<file path="src/rtl/pc_gen_if.sv">
// rtl/pc_gen_if.sv - fetch/redirect bundle between pc_gen and its neighbours
interface pc_gen_if #(
    parameter int XLEN      = 32,
    parameter int NUM_REDIR = 3,
    parameter int CNT_W     = 16
);
    localparam int ID_W = (NUM_REDIR > 1) ? $clog2(NUM_REDIR) : 1;

    logic                      pc_write;
    logic [NUM_REDIR-1:0]      redir_valid;
    logic [NUM_REDIR*XLEN-1:0] redir_addr;
    logic                      fetch_ready;
    logic [XLEN-1:0]           pc_current;
    logic                      fetch_valid;
    logic [ID_W-1:0]           redir_id;
    logic                      misalign_err;
    logic [XLEN-1:0]           fault_addr;
    logic [CNT_W-1:0]          redir_count;

    modport master (
        input  pc_write, redir_valid, redir_addr, fetch_ready,
        output pc_current, fetch_valid, redir_id, misalign_err, fault_addr, redir_count
    );

    modport slave (
        output pc_write, redir_valid, redir_addr, fetch_ready,
        input  pc_current, fetch_valid, redir_id, misalign_err, fault_addr, redir_count
    );
endinterface

</file>
<file path="src/rtl/pc_gen.sv">
// rtl/pc_gen.sv - RV32I fetch PC generator with prioritised redirects and misalign halt
module pc_gen #(
    parameter int              XLEN      = 32,
    parameter logic [XLEN-1:0] RESET_VEC = 32'h0000_0000,
    parameter int              NUM_REDIR = 3,
    parameter int              INC       = 4,
    parameter int              CNT_W     = 16
) (
    input  logic     clk,
    input  logic     rst_n,
    pc_gen_if.master bus
);
    localparam int              ID_W       = (NUM_REDIR > 1) ? $clog2(NUM_REDIR) : 1;
    localparam logic [XLEN-1:0] ALIGN_MASK = XLEN'(INC - 1);

    typedef enum logic [1:0] {BOOT, RUN, HALT} state_t;

    state_t           state_q, state_d;
    logic [XLEN-1:0]  pc_q, pc_d;
    logic [XLEN-1:0]  fault_q, fault_d;
    logic [ID_W-1:0]  id_q, id_d;
    logic [CNT_W-1:0] cnt_q, cnt_d;
    logic             err_q, err_d;
    logic             fv_q, fv_d;

    logic             redir_any;
    logic [ID_W-1:0]  sel_id;
    logic [XLEN-1:0]  sel_addr;
    logic             sel_misaligned;

    // Scan from the lowest priority upward so the lowest set index wins.
    always_comb begin
        redir_any = 1'b0;
        sel_id    = '0;
        sel_addr  = '0;
        for (int i = NUM_REDIR - 1; i >= 0; i--) begin
            if (bus.redir_valid[i]) begin
                redir_any = 1'b1;
                sel_id    = ID_W'(i);
                sel_addr  = bus.redir_addr[i*XLEN +: XLEN];
            end
        end
        sel_misaligned = |(sel_addr & ALIGN_MASK);
    end

    always_comb begin
        state_d = state_q;
        pc_d    = pc_q;
        fault_d = fault_q;
        id_d    = id_q;
        cnt_d   = cnt_q;
        err_d   = err_q;
        case (state_q)
            BOOT, RUN: begin
                if (redir_any) begin
                    id_d = sel_id;
                    if (sel_misaligned) begin
                        err_d   = 1'b1;
                        fault_d = sel_addr;
                        state_d = HALT;
                    end else begin
                        pc_d    = sel_addr;
                        state_d = RUN;
                        if (cnt_q != '1) cnt_d = cnt_q + CNT_W'(1);
                    end
                end else if (state_q == RUN) begin
                    if (bus.pc_write && bus.fetch_ready) pc_d = pc_q + XLEN'(INC);
                end else begin
                    state_d = RUN;
                end
            end
            HALT:    state_d = HALT;
            default: state_d = BOOT;
        endcase
        fv_d = (state_d == RUN);
    end

    always_ff @(posedge clk) begin
        if (!rst_n) begin
            state_q <= BOOT;
            pc_q    <= RESET_VEC;
            fault_q <= '0;
            id_q    <= '0;
            cnt_q   <= '0;
            err_q   <= 1'b0;
            fv_q    <= 1'b0;
        end else begin
            state_q <= state_d;
            pc_q    <= pc_d;
            fault_q <= fault_d;
            id_q    <= id_d;
            cnt_q   <= cnt_d;
            err_q   <= err_d;
            fv_q    <= fv_d;
        end
    end

    assign bus.pc_current   = pc_q;
    assign bus.fetch_valid  = fv_q;
    assign bus.redir_id     = id_q;
    assign bus.misalign_err = err_q;
    assign bus.fault_addr   = fault_q;
    assign bus.redir_count  = cnt_q;
endmodule

</file>
<file path="src/flat_wrapper.sv">
// flat-port wrapper written by rule: the top's interface ports become plain ports
module pc_gen_flat 
#(
    parameter int              XLEN      = 32,
    parameter logic [XLEN-1:0] RESET_VEC = 32'h0000_0000,
    parameter int              NUM_REDIR = 3,
    parameter int              INC       = 4,
    parameter int              CNT_W     = 16
)
  (clk, rst_n, bus_pc_write, bus_redir_valid, bus_redir_addr, bus_fetch_ready, bus_pc_current, bus_fetch_valid, bus_redir_id, bus_misalign_err, bus_fault_addr, bus_redir_count);
  pc_gen_if #(.XLEN(XLEN), .NUM_REDIR(NUM_REDIR), .CNT_W(CNT_W)) bus_i ();
  input  logic clk;
  input  logic rst_n;
  input wire logic [$bits(bus_i.pc_write)-1:0] bus_pc_write;
  input wire logic [$bits(bus_i.redir_valid)-1:0] bus_redir_valid;
  input wire logic [$bits(bus_i.redir_addr)-1:0] bus_redir_addr;
  input wire logic [$bits(bus_i.fetch_ready)-1:0] bus_fetch_ready;
  output wire logic [$bits(bus_i.pc_current)-1:0] bus_pc_current;
  output wire logic [$bits(bus_i.fetch_valid)-1:0] bus_fetch_valid;
  output wire logic [$bits(bus_i.redir_id)-1:0] bus_redir_id;
  output wire logic [$bits(bus_i.misalign_err)-1:0] bus_misalign_err;
  output wire logic [$bits(bus_i.fault_addr)-1:0] bus_fault_addr;
  output wire logic [$bits(bus_i.redir_count)-1:0] bus_redir_count;
  assign bus_i.pc_write = bus_pc_write;
  assign bus_i.redir_valid = bus_redir_valid;
  assign bus_i.redir_addr = bus_redir_addr;
  assign bus_i.fetch_ready = bus_fetch_ready;
  assign bus_pc_current = bus_i.pc_current;
  assign bus_fetch_valid = bus_i.fetch_valid;
  assign bus_redir_id = bus_i.redir_id;
  assign bus_misalign_err = bus_i.misalign_err;
  assign bus_fault_addr = bus_i.fault_addr;
  assign bus_redir_count = bus_i.redir_count;
  pc_gen #(.XLEN(XLEN), .RESET_VEC(RESET_VEC), .NUM_REDIR(NUM_REDIR), .INC(INC), .CNT_W(CNT_W)) u_core (.clk(clk), .rst_n(rst_n), .bus(bus_i));
endmodule
</file>
<file path="config.mk">
export PLATFORM = sky130hd
export DESIGN_NAME = pc_gen_flat
export DESIGN_NICKNAME = d
export VERILOG_FILES = /design/src/rtl/pc_gen_if.sv /design/src/rtl/pc_gen.sv /design/src/flat_wrapper.sv
export SDC_FILE = /design/constraint.sdc
export NUM_CORES = 1
export LEC_CHECK = 0
export ABC_AREA = 1
export BUFFER_PORTS_ARGS = -buffer_cell sky130_fd_sc_hd__buf_2
export CORE_MARGIN = 1.5
export CORE_UTILIZATION = 54
export DETAILED_ROUTE_END_ITERATION = 10
export PLACE_DENSITY = 0.89
export SETUP_SLACK_MARGIN = 0.02
export SLEW_MARGIN = 15
export SYNTH_ARGS = -nofsm -noshare
export SYNTH_HDL_FRONTEND = slang
export SYNTH_SLANG_ARGS = --single-unit
export TNS_END_PERCENT = 10
</file>
<file path="constraint.sdc">
create_clock -name clk -period 2.7 [get_ports clk]
set_clock_uncertainty 0.2 [all_clocks]
set_input_delay 0.27 -clock clk [delete_from_list [all_inputs] [get_ports clk]]
set_output_delay 0.27 -clock clk [all_outputs]
set_load 0.02 [all_outputs]
</file>
After elaboration in Yosys (flattened, before gate mapping)
Cells that the tools add are included.

Mux-type cells: 17. Eq/ne operators: 5. Add/subtract/negate cells: 2. Bitwise gates (word level): 1. Reduce and logical (&&, ||, !) cells: 10.

Operator list (count): 32-bit two-way mux (7); 32-bit by 3-bit adder with 32-bit output, second input constant (1); 16-bit by 1-bit adder with 16-bit output, second input constant (1); 16-bit inequality test, second input constant (1); 2-bit two-way mux (6); 4-bit AND reduction (2); 2-bit by 1-bit == test with 1-bit output, second input constant (2); 2-bit one-hot mux with 2 select lines (1); 2-bit nonzero test (2); 2-bit OR reduction (2); 1-bit two-way mux (3); 3-bit AND reduction (1); 2-bit == test, second input constant (1); 2-bit logical NOT (1); 2-bit inequality test, second input constant (1); 2-bit AND reduction (1); 1-bit logical AND (1); 1-bit NOT (1).

Register bits after elaboration: 86. Logic and storage cells: 42. Input port bits: 103.

Logic depth before layout (Yosys ltp)
Word-level depth: 8. Gate-level depth with buffers: 12. Gate-level depth less buffers: 11.

Worst setup path before layout
OpenSTA, ideal clock, no wires.

Path type: flip-flop to flip-flop. Start point: reg u_core.cnt_q[0], in the netlist u_core.bus.redir_count[0]. End point: reg u_core.cnt_q[7], in the netlist u_core.bus.redir_count[7]. Cell stages (with the launch flop): 11. Slack: 0.677 ns. Buffers on the path: 1. Arrival: 1.752 ns. Cell sequence: dfxtp_1 ha_1 nand2_2 nor3_4 nand2_2 nor2_4 inv_2 nand2_2 buf_6 nand2_2 a21oi_2.

Cells in the longest elaborated chain, start to end: 2. Elaborated cells on any way between the ends: 3. Classes of those cells: add/sub: 1; eq/ne: 1; reduce/logical: 1.

RTL lines: from (decl) (RTL line pc_gen.sv:22) `logic [CNT_W-1:0] cnt_q, cnt_d;`; from (signal assigned) (RTL line pc_gen.sv:92) `cnt_q <= cnt_d;`; parallel branches: the longest is 2 deep, another holds 16-bit by 1-bit adder with 16-bit output.

Several ways; the timed one is not identified. A chain may end at the register's enable or synchronous reset.

Worst setup path after layout
Start point: reg u_core.pc_q[2], in the netlist u_core.bus.pc_current[2]. End point: reg u_core.pc_q[20], in the netlist u_core.bus.pc_current[20].

Cells in the longest elaborated chain, start to end: 4.

RTL lines: from (decl) (RTL line pc_gen.sv:19) `logic [XLEN-1:0] pc_q, pc_d;`; from (signal assigned) (RTL line pc_gen.sv:89) `pc_q <= pc_d;`; 32-bit by 3-bit adder with 32-bit output (RTL line pc_gen.sv:67) `if (bus.pc_write && bus.fetch_ready) pc_d = pc_q + XLEN'(INC);`; 32-bit two-way mux (RTL line pc_gen.sv:67); 32-bit two-way mux (RTL line pc_gen.sv:66) `end else if (state_q == RUN) begin`; 32-bit two-way mux (RTL line pc_gen.sv:55) `if (redir_any) begin`.

No other way between the ends. The select of a mux whose other input is x is not followed.

==> flow_summary.toml <==
[status]
status = "finished clean"

[synthesis]
ys_types = 37
synth_top_family_by_area = "simple AND/OR/NAND/NOR gates"
async_reset_ff_share_pct = 0
synth_warnings = 0
syn_area_per_cell_um2 = 6.23
synth_compound_area_share_pct = 11.6
synth-simple-area-share_pct = 44.5
synthXorXnorAreaFrac_pct = 2.66
synthAdderAreaFrac_pct = 0.475
syn_nets = 951
synth_area_um2 = 5270
synthCells = 846
seq_area_frac_synth_pct = 32.7
synth-edff-count = 0
synth_flop_cell = "dfxtp_1"
muxShareOfSynthArea_pct = 0
ys_ff_latch = 86

[routing]
vias = 6137
first_pass_iters = 5
drcViolationCount = 0
first_iter_violations = 410
wl_mm = 16.1
postRouteAntennaNets = 0
vias_per_cell = 5.35
avgRoutedWirePerCell_um = 14.1

[min_path]
hold-path-cell-count = 3
hold_start = "bus_redir_addr[74]"
hold_end = "u_core.bus.fault_addr[10]"
hold_path.class = "primary input to flip-flop"

[timing]
fin_setup_tns_ps = 0
finalCritPeriodShare_pct = 81.0
maxSlewHeadroom_pct = 45.9
clock.fmax_ghz = 0.457
setup_viol = 0
rsz0062_at_grt = "false"
period_minus_slack_ps = 2190
slew_viol_final = 0
finalHoldViolations = 0
worstMarginPinSlew_ps = 806

[die]
initial_core_util_pct = 56.5
ios = 187
fp.dieH_um = 102
die_x_um = 102
die-area_um2 = 10400
core_area_um2 = 9330
num_rows = 35

[setup_path]
worst_r2r_path_depth = 10
r2r-start = "u_core.bus.pc_current[2]"
crit_fanout = 6
worstReg2RegEnd = "u_core.bus.pc_current[20]"
worstPathCellList = "ha_1 -> nand2_1 -> nor2_1 -> nand2_1 -> nor2_1 -> nand3_1 -> nand2_1 -> nand3_1 -> nand2_1 -> nor2_1"
endpoint_kind = "flip-flop"
cp_data_arrival_time_ps = 2230
cp_slowest_stage_delay_ps = 450
required_ps = 2740
r2r_slack_ps = 510
path_class = "flip-flop to flip-flop"
worstSetupStartpointType = "flip-flop"
cp_common_cell = "nand2_1"
crit_path_top_delay_cell = "dfxtp_1"

[clocking]
cts_setup_buffers = 0
cts_inserted_buffers = 9
cts_tree = "done"
path_clk_slew_ps = 90
ctsHtreeMaxLevel = 3
clockRootBuffer = "clkbuf_8"
clkSinkCount = 86
cts.path.max_buffers = 2
cts-resized-gates = 0
clk_latency_ps = 350
hold_buffers = 0

[global_routing]
grt_first_pass_wirelength_mm = 26.2
antenna_found_initial = 0
grt_overflow = 0
grt_pass1_vias = 5553
grt_max_degree = 52
grtUsageTotal_pct = 32.0

[cells_and_area]
most-common-layout-cells = "nand2_1 (213), buf_2 (186), nor2_1 (175), nand3_1 (96), dfxtp_1 (86)"
nets = 1118
diodes = 0
fin_cells = 1147
nFillCells = 843
seq_area_um2 = 1720
multi_input_area_um2 = 3120
layout_commonest_cell = "nand2_1"
design_area_um2 = 6440
drive_above_1_share_pct = 26.5
area_delta_synth_final_pct = 22.3

[flow_run]
maxCapViolCount = 0

[placed_design]
numPortBuffers = 186
gp_congestion = 0.957
placed_area_um2 = 6210
dp_cells = 1131
hpwl_mm = 12.1

[power_and_ir_drop]
leakagePower_nw = 2.88
p_per_area_nw_per_um2 = 516
vdd.ir_drop.worst_uv = 269
cells by family (layout without fill, tap and decap cells):
group                    Yosys count  after routing
AO/OA/AOI/OAI                    110            110
buffers and inverters             92            264
adder cells (fa/ha/maj)            2              2
XOR/XNOR                          16             16
AND/OR/NAND/NOR                  540            540
flip-flops                        86             86
sequential cells by signal, summed over array words and instances (netlist names):
register,cells
u_core.bus.fault_addr,32
u_core.bus.fetch_valid,1
u_core.bus.misalign_err,1
u_core.bus.pc_current,32
u_core.bus.redir_count,16
u_core.bus.redir_id,2
u_core.state_q,2
per-stage QoR:
stage	utilization, %	total power [mW]	hold slack (ps)	setup WS [ps]
after CTS	69.1	3.31	52.4	548
final	69.1	3.32	56.9	513
after global routing	69.1	3.47	80.5	332
after global placement	66.6	2.28	241	638
after floorplan	-	2.01	208	677
after detailed placement	66.6	2.29	248	581
layout make-up:
type	count	share of cell area, %
multi-input combinational	668	48.4
sequential	86	26.7
timing repair buffer	196	15.6
inverter	52	3.15
tap	129	2.51
clock buffer	12	2.41
clock inverter	4	1.20
worst max path at each step:
stage,from,end,slack [ps],cells after the start
final,u_core.bus.pc_current[2],u_core.bus.pc_current[20],510,10
after global routing,u_core.bus.pc_current[2],u_core.bus.pc_current[22],330,10
after CTS,u_core.bus.redir_count[0],u_core.bus.redir_count[10],550,9
after detailed placement,bus_redir_valid[0],u_core.bus.pc_current[15],580,10
after global placement,u_core.bus.pc_current[2],u_core.bus.pc_current[22],640,10
after floorplan,u_core.bus.redir_count[0],u_core.bus.redir_count[7],680,10
critical path: cells and delay by family, from the launching register on:
kind                     cells  cell delay (ps)
flip-flops                   1              450
AND/OR/NAND/NOR              9             1170
adder cells (fa/ha/maj)      1              260
layer usage:
layer	share of wire, %	wire length (um)	GRT usage [%]	vias to the layer above
met5	0	0	0	-
met4	2.2	355	10.4	0
met3	9.6	1540	5.59	28
met2	46	7370	51.7	312
met1	43	6870	43.4	2746
li1	-	-	-	3051
power by group:
part | switching, mW | internal [mW] | total (mW)
Combinational | 0.528 | 0.271 | 0.798
Clock | 0.471 | 0.578 | 1.05
Sequential | 0.101 | 1.37 | 1.47
Total | 1.10 | 2.22 | 3.32
cells in the mapped netlist, types with 2 or more instances:
library cell	count	area share, %
a21oi_1	37	3.5
a21oi_2	10	1.7
a221oi_1	4	0.67
a31oi_1	2	0.24
buf_2	15	1.4
buf_6	7	1.5
clkbuf_1	16	1.1
dfxtp_1	86	33
ha_1	2	0.47
inv_1	42	3.0
inv_2	7	0.50
nand2_1	213	15
nand2_2	22	2.6
nand2_4	3	0.64
nand3_1	96	9.1
nand4_1	4	0.47
nor2_1	175	12
nor2_2	4	0.47
nor2_4	4	0.86
nor3_1	10	0.95
o21ai_0	24	2.3
o21ai_1	31	2.9
or2_2	4	0.47
xnor2_1	5	0.83
xor2_1	11	1.8
Note: power is estimated with default switching activity, not from simulation.
